--- src/rtl/pipe_front_regs.sv ---
// Front-end pipeline state: fetch PC, IF/ID and ID/EX stage registers with
// hazard-driven stall/flush/redirect handling and saturating debug event counters.
module pipe_front_regs #(
   parameter int unsigned N      = 10,
   parameter int unsigned CNT_W  = 16,
   parameter logic [31:0] BUBBLE = 32'hB800_0000
) (
   input  logic             clk,
   input  logic             rst,
   input  logic [31:0]      imem_data_i,
   input  logic             stallF_i,
   input  logic             stallD_i,
   input  logic             flushD_i,
   input  logic             flushE_i,
   input  logic [1:0]       pc_sel_i,
   input  logic [N-1:0]     branch_tgt_i,
   input  logic [N-1:0]     jump_tgt_i,
   input  logic [N-1:0]     ret_addr_i,
   output logic [N-1:0]     pc_o,
   output logic [31:0]      instrD_o,
   output logic [N-1:0]     pcD_o,
   output logic             validD_o,
   output logic [31:0]      instrE_o,
   output logic [N-1:0]     pcE_o,
   output logic             validE_o,
   output logic [CNT_W-1:0] stall_cnt_o,
   output logic [CNT_W-1:0] flush_cnt_o
);

   localparam logic [1:0]       PC_SEQ    = 2'b00;
   localparam logic [1:0]       PC_BRANCH = 2'b01;
   localparam logic [1:0]       PC_JUMP   = 2'b10;
   localparam logic [CNT_W-1:0] CNT_MAX   = '1;

   logic [N-1:0]     pc_q,        pc_d;
   logic [31:0]      instr_dec_q, instr_dec_d;
   logic [N-1:0]     pc_dec_q,    pc_dec_d;
   logic             valid_dec_q, valid_dec_d;
   logic [31:0]      instr_exe_q, instr_exe_d;
   logic [N-1:0]     pc_exe_q,    pc_exe_d;
   logic             valid_exe_q, valid_exe_d;
   logic [CNT_W-1:0] stall_cnt_q, stall_cnt_d;
   logic [CNT_W-1:0] flush_cnt_q, flush_cnt_d;

   logic stall_evt_c;
   logic flush_evt_c;

   // Next fetch PC: a redirect outranks a fetch stall.
   always_comb begin
      pc_d = pc_q + N'(1);
      if (pc_sel_i != PC_SEQ) begin
         case (pc_sel_i)
            PC_BRANCH: pc_d = branch_tgt_i;
            PC_JUMP:   pc_d = jump_tgt_i;
            default:   pc_d = ret_addr_i;
         endcase
      end else if (stallF_i) begin
         pc_d = pc_q;
      end
   end

   // IF/ID: flush beats stall.
   always_comb begin
      instr_dec_d = imem_data_i;
      pc_dec_d    = pc_q;
      valid_dec_d = 1'b1;
      if (flushD_i) begin
         instr_dec_d = BUBBLE;
         pc_dec_d    = '0;
         valid_dec_d = 1'b0;
      end else if (stallD_i) begin
         instr_dec_d = instr_dec_q;
         pc_dec_d    = pc_dec_q;
         valid_dec_d = valid_dec_q;
      end
   end

   // ID/EX: a decode stall inserts a bubble so the held instruction issues once.
   always_comb begin
      instr_exe_d = instr_dec_q;
      pc_exe_d    = pc_dec_q;
      valid_exe_d = valid_dec_q;
      if (flushE_i || stallD_i) begin
         instr_exe_d = BUBBLE;
         pc_exe_d    = '0;
         valid_exe_d = 1'b0;
      end
   end

   // Saturating debug event counters.
   always_comb begin
      stall_evt_c = stallF_i | stallD_i;
      flush_evt_c = flushD_i | flushE_i;
      stall_cnt_d = stall_cnt_q;
      flush_cnt_d = flush_cnt_q;
      if (stall_evt_c && (stall_cnt_q != CNT_MAX)) begin
         stall_cnt_d = stall_cnt_q + CNT_W'(1);
      end
      if (flush_evt_c && (flush_cnt_q != CNT_MAX)) begin
         flush_cnt_d = flush_cnt_q + CNT_W'(1);
      end
   end

   always_ff @(posedge clk) begin
      if (rst) begin
         pc_q        <= '0;
         instr_dec_q <= BUBBLE;
         pc_dec_q    <= '0;
         valid_dec_q <= 1'b0;
         instr_exe_q <= BUBBLE;
         pc_exe_q    <= '0;
         valid_exe_q <= 1'b0;
         stall_cnt_q <= '0;
         flush_cnt_q <= '0;
      end else begin
         pc_q        <= pc_d;
         instr_dec_q <= instr_dec_d;
         pc_dec_q    <= pc_dec_d;
         valid_dec_q <= valid_dec_d;
         instr_exe_q <= instr_exe_d;
         pc_exe_q    <= pc_exe_d;
         valid_exe_q <= valid_exe_d;
         stall_cnt_q <= stall_cnt_d;
         flush_cnt_q <= flush_cnt_d;
      end
   end

   assign pc_o        = pc_q;
   assign instrD_o    = instr_dec_q;
   assign pcD_o       = pc_dec_q;
   assign validD_o    = valid_dec_q;
   assign instrE_o    = instr_exe_q;
   assign pcE_o       = pc_exe_q;
   assign validE_o    = valid_exe_q;
   assign stall_cnt_o = stall_cnt_q;
   assign flush_cnt_o = flush_cnt_q;

endmodule
--- config.mk ---
export PLATFORM = sky130hd
export DESIGN_NAME = pipe_front_regs
export DESIGN_NICKNAME = d
export VERILOG_FILES = /design/src/rtl/pipe_front_regs.sv
export SDC_FILE = /design/constraint.sdc
export NUM_CORES = 1
export LEC_CHECK = 0
export ABC_CLOCK_PERIOD_IN_PS = 1600
export BUFFER_PORTS_ARGS = -buffer_cell sky130_fd_sc_hd__buf_2
export CORE_ASPECT_RATIO = 1.75
export CORE_MARGIN = 2
export CORE_UTILIZATION = 30
export DETAILED_ROUTE_END_ITERATION = 16
export GPL_TIMING_DRIVEN = 0
export SETUP_SLACK_MARGIN = 0.1
export SLEW_MARGIN = 20
export SYNTH_ARGS = -nofsm -noshare
export SYNTH_HDL_FRONTEND = slang
export SYNTH_SLANG_ARGS = --single-unit
--- constraint.sdc ---
create_clock -name clk -period 1.6 [get_ports clk]
set_input_delay 0.32 -clock clk [delete_from_list [all_inputs] [get_ports clk]]
set_output_delay 0.32 -clock clk [all_outputs]
set_load 0.005 [all_outputs]
==> results of run 1 <==
## what timing repair did
action                     4_1_cts  5_1_grt
pin swaps                       32       24
cloned                           1        0
setup endpoints to repair      114       51
setup buffers                   30       12
gates resized for setup         74       44
hold buffers                     0        0
## cell families (layout without fill, tap and decap cells)
logic type	Yosys count	after routing	synth area share [%]
and+or+nand+nor	222	222	22.8
DFF	128	128	50.4
AOI/OAI and AO/OA	87	87	11.5
muxes	47	47	9.35
buffers and inverters	39	307	2.98
xor gates and xnor gates	9	9	1.55
adders and majority gates	6	6	1.48
## synthesized netlist by cell type, types with 3 or more instances
cell type / count
a21oi_1: 29
nand3_1: 17
nor2_1: 72
mux2_2: 4
inv_1: 9
xor2_1: 4
mux2i_1: 43
o31ai_1: 5
buf_2: 4
buf_1: 5
or3_1: 11
clkbuf_1: 21
nand2b_1: 7
nand2_1: 22
a22oi_1: 10
nor3_1: 10
o311ai_0: 3
nor2b_1: 6
or4_1: 5
nor4_1: 7
dfxtp_1: 128
a211oi_1: 9
o21ai_0: 9
and3_1: 4
and2_1: 40
nand4_1: 7
ha_1: 6
or2_2: 5
o311a_1: 3
xnor2_1: 5
## critical path, cell delays in order (launching register included)
cell      delay, ns
dfxtp_4        0.37
ha_4           0.13
nand4_1        0.18
nor4_4         0.39
buf_4          0.20
buf_8          0.11
nor2_2         0.04
a311oi_2       0.23
## worst max-delay path by stage
| stage | to | slack [ns] | start | cells past startpoint |
|---|---|---|---|---|
| 2_1_floorplan | flush_cnt_o[13] | -0.05 | flush_cnt_o[3] | 4 |
| 4_1_cts | stall_cnt_o[15] | -0.10 | stall_cnt_o[3] | 5 |
| 6_report | flush_cnt_o[2] | -0.13 | flush_cnt_o[1] | 7 |
| 3_3_place_gp | instrE_o[3] | -0.92 | stallD_i | 5 |
| 5_1_grt | flush_cnt_o[2] | -0.21 | flush_cnt_o[1] | 7 |
| 3_5_place_dp | instrE_o[4] | -0.96 | stallD_i | 5 |
## state kept, by name, summed over array words and instances, names as in the netlist
| register | cells |
|---|---|
| instrD_o | 32 |
| instrE_o | 32 |
| flush_cnt_o | 16 |
| stall_cnt_o | 16 |
| pcD_o | 10 |
| pcE_o | 10 |
| pc_o | 10 |
| validD_o | 1 |
| validE_o | 1 |
## metal layers
| layer | vias to the layer above | part of all wire, % | track usage [%] |
|---|---|---|---|
| li1 | 2412 | - | - |
| met1 | 2297 | 38 | 18.2 |
| met2 | 172 | 55 | 33.1 |
| met3 | 26 | 5.2 | 4.24 |
| met4 | 0 | 2.0 | 7.17 |
| met5 | - | 0 | 0 |
## power by group
part	switching (W)	internal (W)	total (W)	leakage [nW]
Sequential	0.000106	0.00327	0.00338	1.06
Clock	0.00140	0.00210	0.00350	0.259
Combinational	0.000439	0.000391	0.000830	2.22
Total	0.00194	0.00577	0.00771	3.54
## stage by stage
stage / hold WS [ns] / instance area, um2 / setup WS (ns) / TNS (ns) / utilization, %
after floorplan: 0.444 / 5180 / -0.0527 / -0.148 / -
after global placement: 0.439 / 6440 / -0.917 / -70.30 / 38.4
after detailed placement: 0.451 / 6440 / -0.960 / -72.90 / 38.4
after CTS: 0.110 / 7460 / -0.103 / -0.412 / 44.4
after global routing: 0.113 / 7680 / -0.213 / -2.10 / 45.7
final: 0.128 / 7680 / -0.127 / -0.988 / 45.7
## cell type report
class	count	share of cell area, %
clock buffer	19	5.64
buffer	30	2.20
clock inverter	11	1.22
sequential	128	34.5
timing repair buffer	238	17.2
inverter	9	0.440
multi-input combinational	371	35.1
tap	227	3.70
==> results.md, run 1 <==
* Dpl hpwl at 11400 um
* Mapped Cells at 538
* DR vias at 4907
* Commonest non-fill, non-tap cell in the layout: buf_2
* Pwr per Cell Area at 1000 mW/mm2
* DRT Pass-1 Iters at 4
* Worst path arrival time at 2.04 ns
* Area share of the largest cell type after synthesis at 50.4%
* Avg Inst Size Synth at 9.45 um2
* Placed Cells at 961
* Core area at 0.0168 mm2
* Synth cell types at 54
* Multi-input logic area at 0.00270 mm2
* Clock skew at 0.00600 ns
* Avg WL per Cell at 15.7 um
* Layout area overhead at 51.0%
* Post-layout net count at 871
* Register area at 0.00265 mm2
* Routed Wire Length at 16200 um
* Startpoint type of the worst setup path: flop
* Synth area leader: dfxtp_1
* Clk sinks at 128
* Clock Pin Slew Worst Setup and Hold Paths at 0.06 ns
* Origin of the critical flop-to-flop path: flush_cnt_o[1]
* Vias in the first global route at 4657
* Root Buffer: clkbuf_16
* Max-slew violation count at 0
* Fill cells at 1619
* CTS Buf Count at 17
* GPL Wtd Cong at 0.838
* Critical Path Fanout Max at 5
* Fmax at 579 MHz
* Top cells by area, synth: dfxtp_1, mux2i_1, nor2_1
* Worst-margin pin slew at 0.874 ns
* Post-route clock period utilization at 108%
* Clock tree from TritonCTS: yes
* Largest net degree at the start of global routing at 17
* Die Footprint at 0.0181 mm2
* Most frequent cells in the layout: buf_2, dfxtp_1, nor2_1
* Reg2reg setup slack at -0.13 ns
* HP Class: in -> reg
* First-pass GRT wire length at 24400 um
* Final setup fails at 15
* YS warnings at 0
* Residual DRC at 0
* Final hold viol count at 0
* Tot Pwr at 0.00771 W
* Status: finished, violations left
* Register area share after synthesis at 50.4%
* Hold Path Depth at 3
* Clock Latency Late Sink at 0.41 ns
* CTS Buffer Depth at 2
* Post-layout min period at 1.73 ns
* Die Y at 176 um
* Initial DRC count at 231
* Pleak at 3.54 nW
* H-Tree Depth at 4
* Post-route ant nets at 0
* WHS Endpoint: instrD_o[29]
* Share of layout cells above drive strength 1 at 45.2%
* I/O Buffers at 196
* N_diodes at 0
* Failing checks: setup timing
* Mapped Area at 0.00509 mm2
* Initial Util at 30.3%
* Syn Nets at 614
* GRT Util Overall at 17.7%
* Setup Crit Path Kind: reg -> reg
* Max VDD drop at 0.665 mV
* GR Overflow Total at 0
* Post-synth EDFFs at 0
* Cell count of the worst reg-to-reg path at 7
* R2R Path End: flush_cnt_o[2]
* CP Capture Type: flop
* Final Non-Filler Cells at 1033
* Antenna violations before repair at 0
* RSZ-0062 raised after global routing: true
* DR vias/cell at 4.75
* Top FF cell, synth: dfxtp_1
* I/O pin total at 198
* Slew margin rel. at 41.5%
* Setup ws final at -0.127 ns
* #FFs+latches synth at 128
* Fraction of registers with async set/reset at 0%
* Die width at 102 um
* Maxcap violations at 0
* Cell row count at 63
* Min-delay src: imem_data_i[29]
* Worst Path Required at 1.91 ns
(Power assumes the default switching activity.)
==> run 2: changes to the inputs <==
--- a/config.mk
+++ b/config.mk
@@ -12,6 +12,7 @@
 export CORE_UTILIZATION = 30
 export DETAILED_ROUTE_END_ITERATION = 16
 export GPL_TIMING_DRIVEN = 0
+export PLACE_DENSITY_LB_ADDON = 0.3
 export SETUP_SLACK_MARGIN = 0.1
 export SLEW_MARGIN = 20
 export SYNTH_ARGS = -nofsm -noshare
==> results.md, run 2 (synthesized netlist as in run 1, its figures left out) <==
* Status: finished, violations left
* Failing checks: setup timing
* First-pass GRT wire length at 24400 um
* Largest net degree at the start of global routing at 17
* Routed Wire Length at 16100 um
* Seq pwr share at 38.9%
* Core area at 0.0168 mm2
* Critical Path, Cell by Cell: ha_4 > nand4_1 > nor4_4 > buf_4 > nor4_2 > mux2_2
* Fmax at 596 MHz
* Switching share of power at 23.9%
* CTS Buf Count at 17
* # hold bufs at CTS at 0
* Post-layout instance area at 0.00791 mm2
* Clock Pin Slew Worst Setup and Hold Paths at 0.07 ns
* CP max-delay cell: dfxtp_4
* Min-delay src: imem_data_i[29]
* Die Y at 176 um
* Final Non-Filler Cells at 1038
* Post-layout min period at 1.68 ns
* Maxcap violations at 0
* Final hold viol count at 0
* GR Overflow Total at 0
* Antenna violations before repair at 0
* Multi-input logic area at 0.00274 mm2
* Initial DRC count at 145
* Clock tree from TritonCTS: yes
* Post-route ant nets at 0
* Register area at 0.00264 mm2
* Critical Path Fanout Max at 5
* Origin of the critical flop-to-flop path: flush_cnt_o[1]
* Fill cells at 1608
* Placed Cells at 961
* Worst Path Required at 1.91 ns
* I/O Buffers at 196
* Worst-margin pin slew at 0.662 ns
* H-Tree Depth at 4
* HP Class: in -> reg
* WHS Endpoint: instrD_o[29]
* DRT Pass-1 Iters at 4
* RSZ-0062 raised after global routing: true
* Max-slew violation count at 0
* GRT Util Overall at 17.4%
* R2R Path End: flush_cnt_o[7]
* Internal power at 0.00662 W
* Max VDD drop at 0.584 mV
* DR vias/cell at 4.81
* Slew margin rel. at 55.9%
* Avg WL per Cell at 15.5 um
* Setup ws final at -0.0768 ns
* Cell count of the worst reg-to-reg path at 6
* Dpl hpwl at 11400 um
* Clock skew at 0.0167 ns
* Initial Util at 30.3%
* Pleak at 3.65 nW
* Pwr per Cell Area at 1100 mW/mm2
* NetSw at 0.00207 W
* CP Capture Type: flop
* Post-layout net count at 875
* Setup Crit Path Kind: reg -> reg
* Clk sinks at 128
* DR vias at 4991
* Residual DRC at 0
* Cell row count at 63
* Clock Latency Late Sink at 0.41 ns
* Share of layout cells above drive strength 1 at 46.0%
* Post-route clock period utilization at 105%
* Startpoint type of the worst setup path: flop
* Critical Path Max Stage Delay at 0.38 ns
* Logic pwr share at 9.6%
* GPL Wtd Cong at 0.785
* Clock power frac at 51.5%
* CTS Buffer Depth at 2
* Root Buffer: clkbuf_16
* Die Footprint at 0.0181 mm2
* Worst path arrival time at 1.98 ns
* Area after DPL at 0.00645 mm2
* Most frequent cells in the layout: buf_2, dfxtp_1, nor2_1
* Vias in the first global route at 4887
* N_diodes at 0
* Layout area overhead at 55.4%
* Final setup fails at 9
* Die width at 102 um
* Hold Path Depth at 3
* Commonest non-fill, non-tap cell in the layout: buf_2
* Reg2reg setup slack at -0.08 ns
* I/O pin total at 198
run 2: cell types whose count changed in the layout (fill, tap and decap cells not counted), sizes merged:
cell      change
bufinv        +5
clkinv        -5
inv           +5
buf           +4
clkbuf        -2
clkinvlp      -2
run 2: what timing repair did:
item / in CTS / in global routing
resized for setup: 74 / 44
cloned: 1 / 0
buffers inserted: 29 / 18
endpoints found under the setup margin: 114 / 45
pin swaps: 27 / 20
run 2: power by group through the flow:
stage	logic (W)	clock network, W	registers (W)
2_1_floorplan	0.000372	0	0.00346
3_3_place_gp	0.000686	0	0.00348
3_5_place_dp	0.000694	0	0.00348
4_1_cts	0.000776	0.00458	0.00338
5_1_grt	0.000922	0.00474	0.00340
6_report	0.000832	0.00448	0.00338
run 2: worst max path at each step:
stage	start	slack [ns]	end	cells past startpoint
floorplan	flush_cnt_o[3]	-0.05	flush_cnt_o[13]	4
global placement	stallD_i	-1.02	instrE_o[3]	5
detailed placement	stallD_i	-0.64	instrE_o[4]	5
CTS	stall_cnt_o[10]	-0.1	stall_cnt_o[15]	5
global route	flush_cnt_o[1]	-0.12	flush_cnt_o[7]	6
finish	flush_cnt_o[1]	-0.08	flush_cnt_o[7]	6
run 2: layer usage:
metal	share of wire [%]	vias to the layer above	track usage [%]
met3	5.1	22	4.00
met5	0	-	0
li1	-	2426	-
met4	2.1	0	6.44
met1	38	2350	17.7
met2	55	193	33.1
run 2: area by class of cell:
| type | count | share of cell area (%) |
|---|---|---|
| multi-input cells | 371 | 34.7 |
| flip-flops and latches | 128 | 33.4 |
| repair buffers | 242 | 17.2 |
| clock buffers | 17 | 5.38 |
| well taps | 227 | 3.59 |
| clock inverters | 14 | 3.17 |
| plain buffers | 30 | 2.10 |
| inverters | 9 | 0.427 |
run 2: stage by stage:
step	utilization (%)	power [W]	hold slack (ns)	setup WS (ns)	setup TNS [ns]
6_report	47.1	0.00870	0.127	-0.0768	-0.455
3_3_place_gp	38.4	0.00417	0.441	-1.02	-72.47
5_1_grt	47.1	0.00906	0.120	-0.123	-1.05
3_5_place_dp	38.4	0.00417	0.463	-0.640	-58.33
2_1_floorplan	-	0.00384	0.444	-0.0527	-0.148
4_1_cts	45.5	0.00874	0.107	-0.0951	-0.300
run 2: worst max-delay path: cells and delay by family, from the launching register on:
family	cells	cell delay (ns)
fa+ha+maj	1	0.16
buf+inv	1	0.21
flops	1	0.38
mux	1	0.29
simple gates	3	0.53
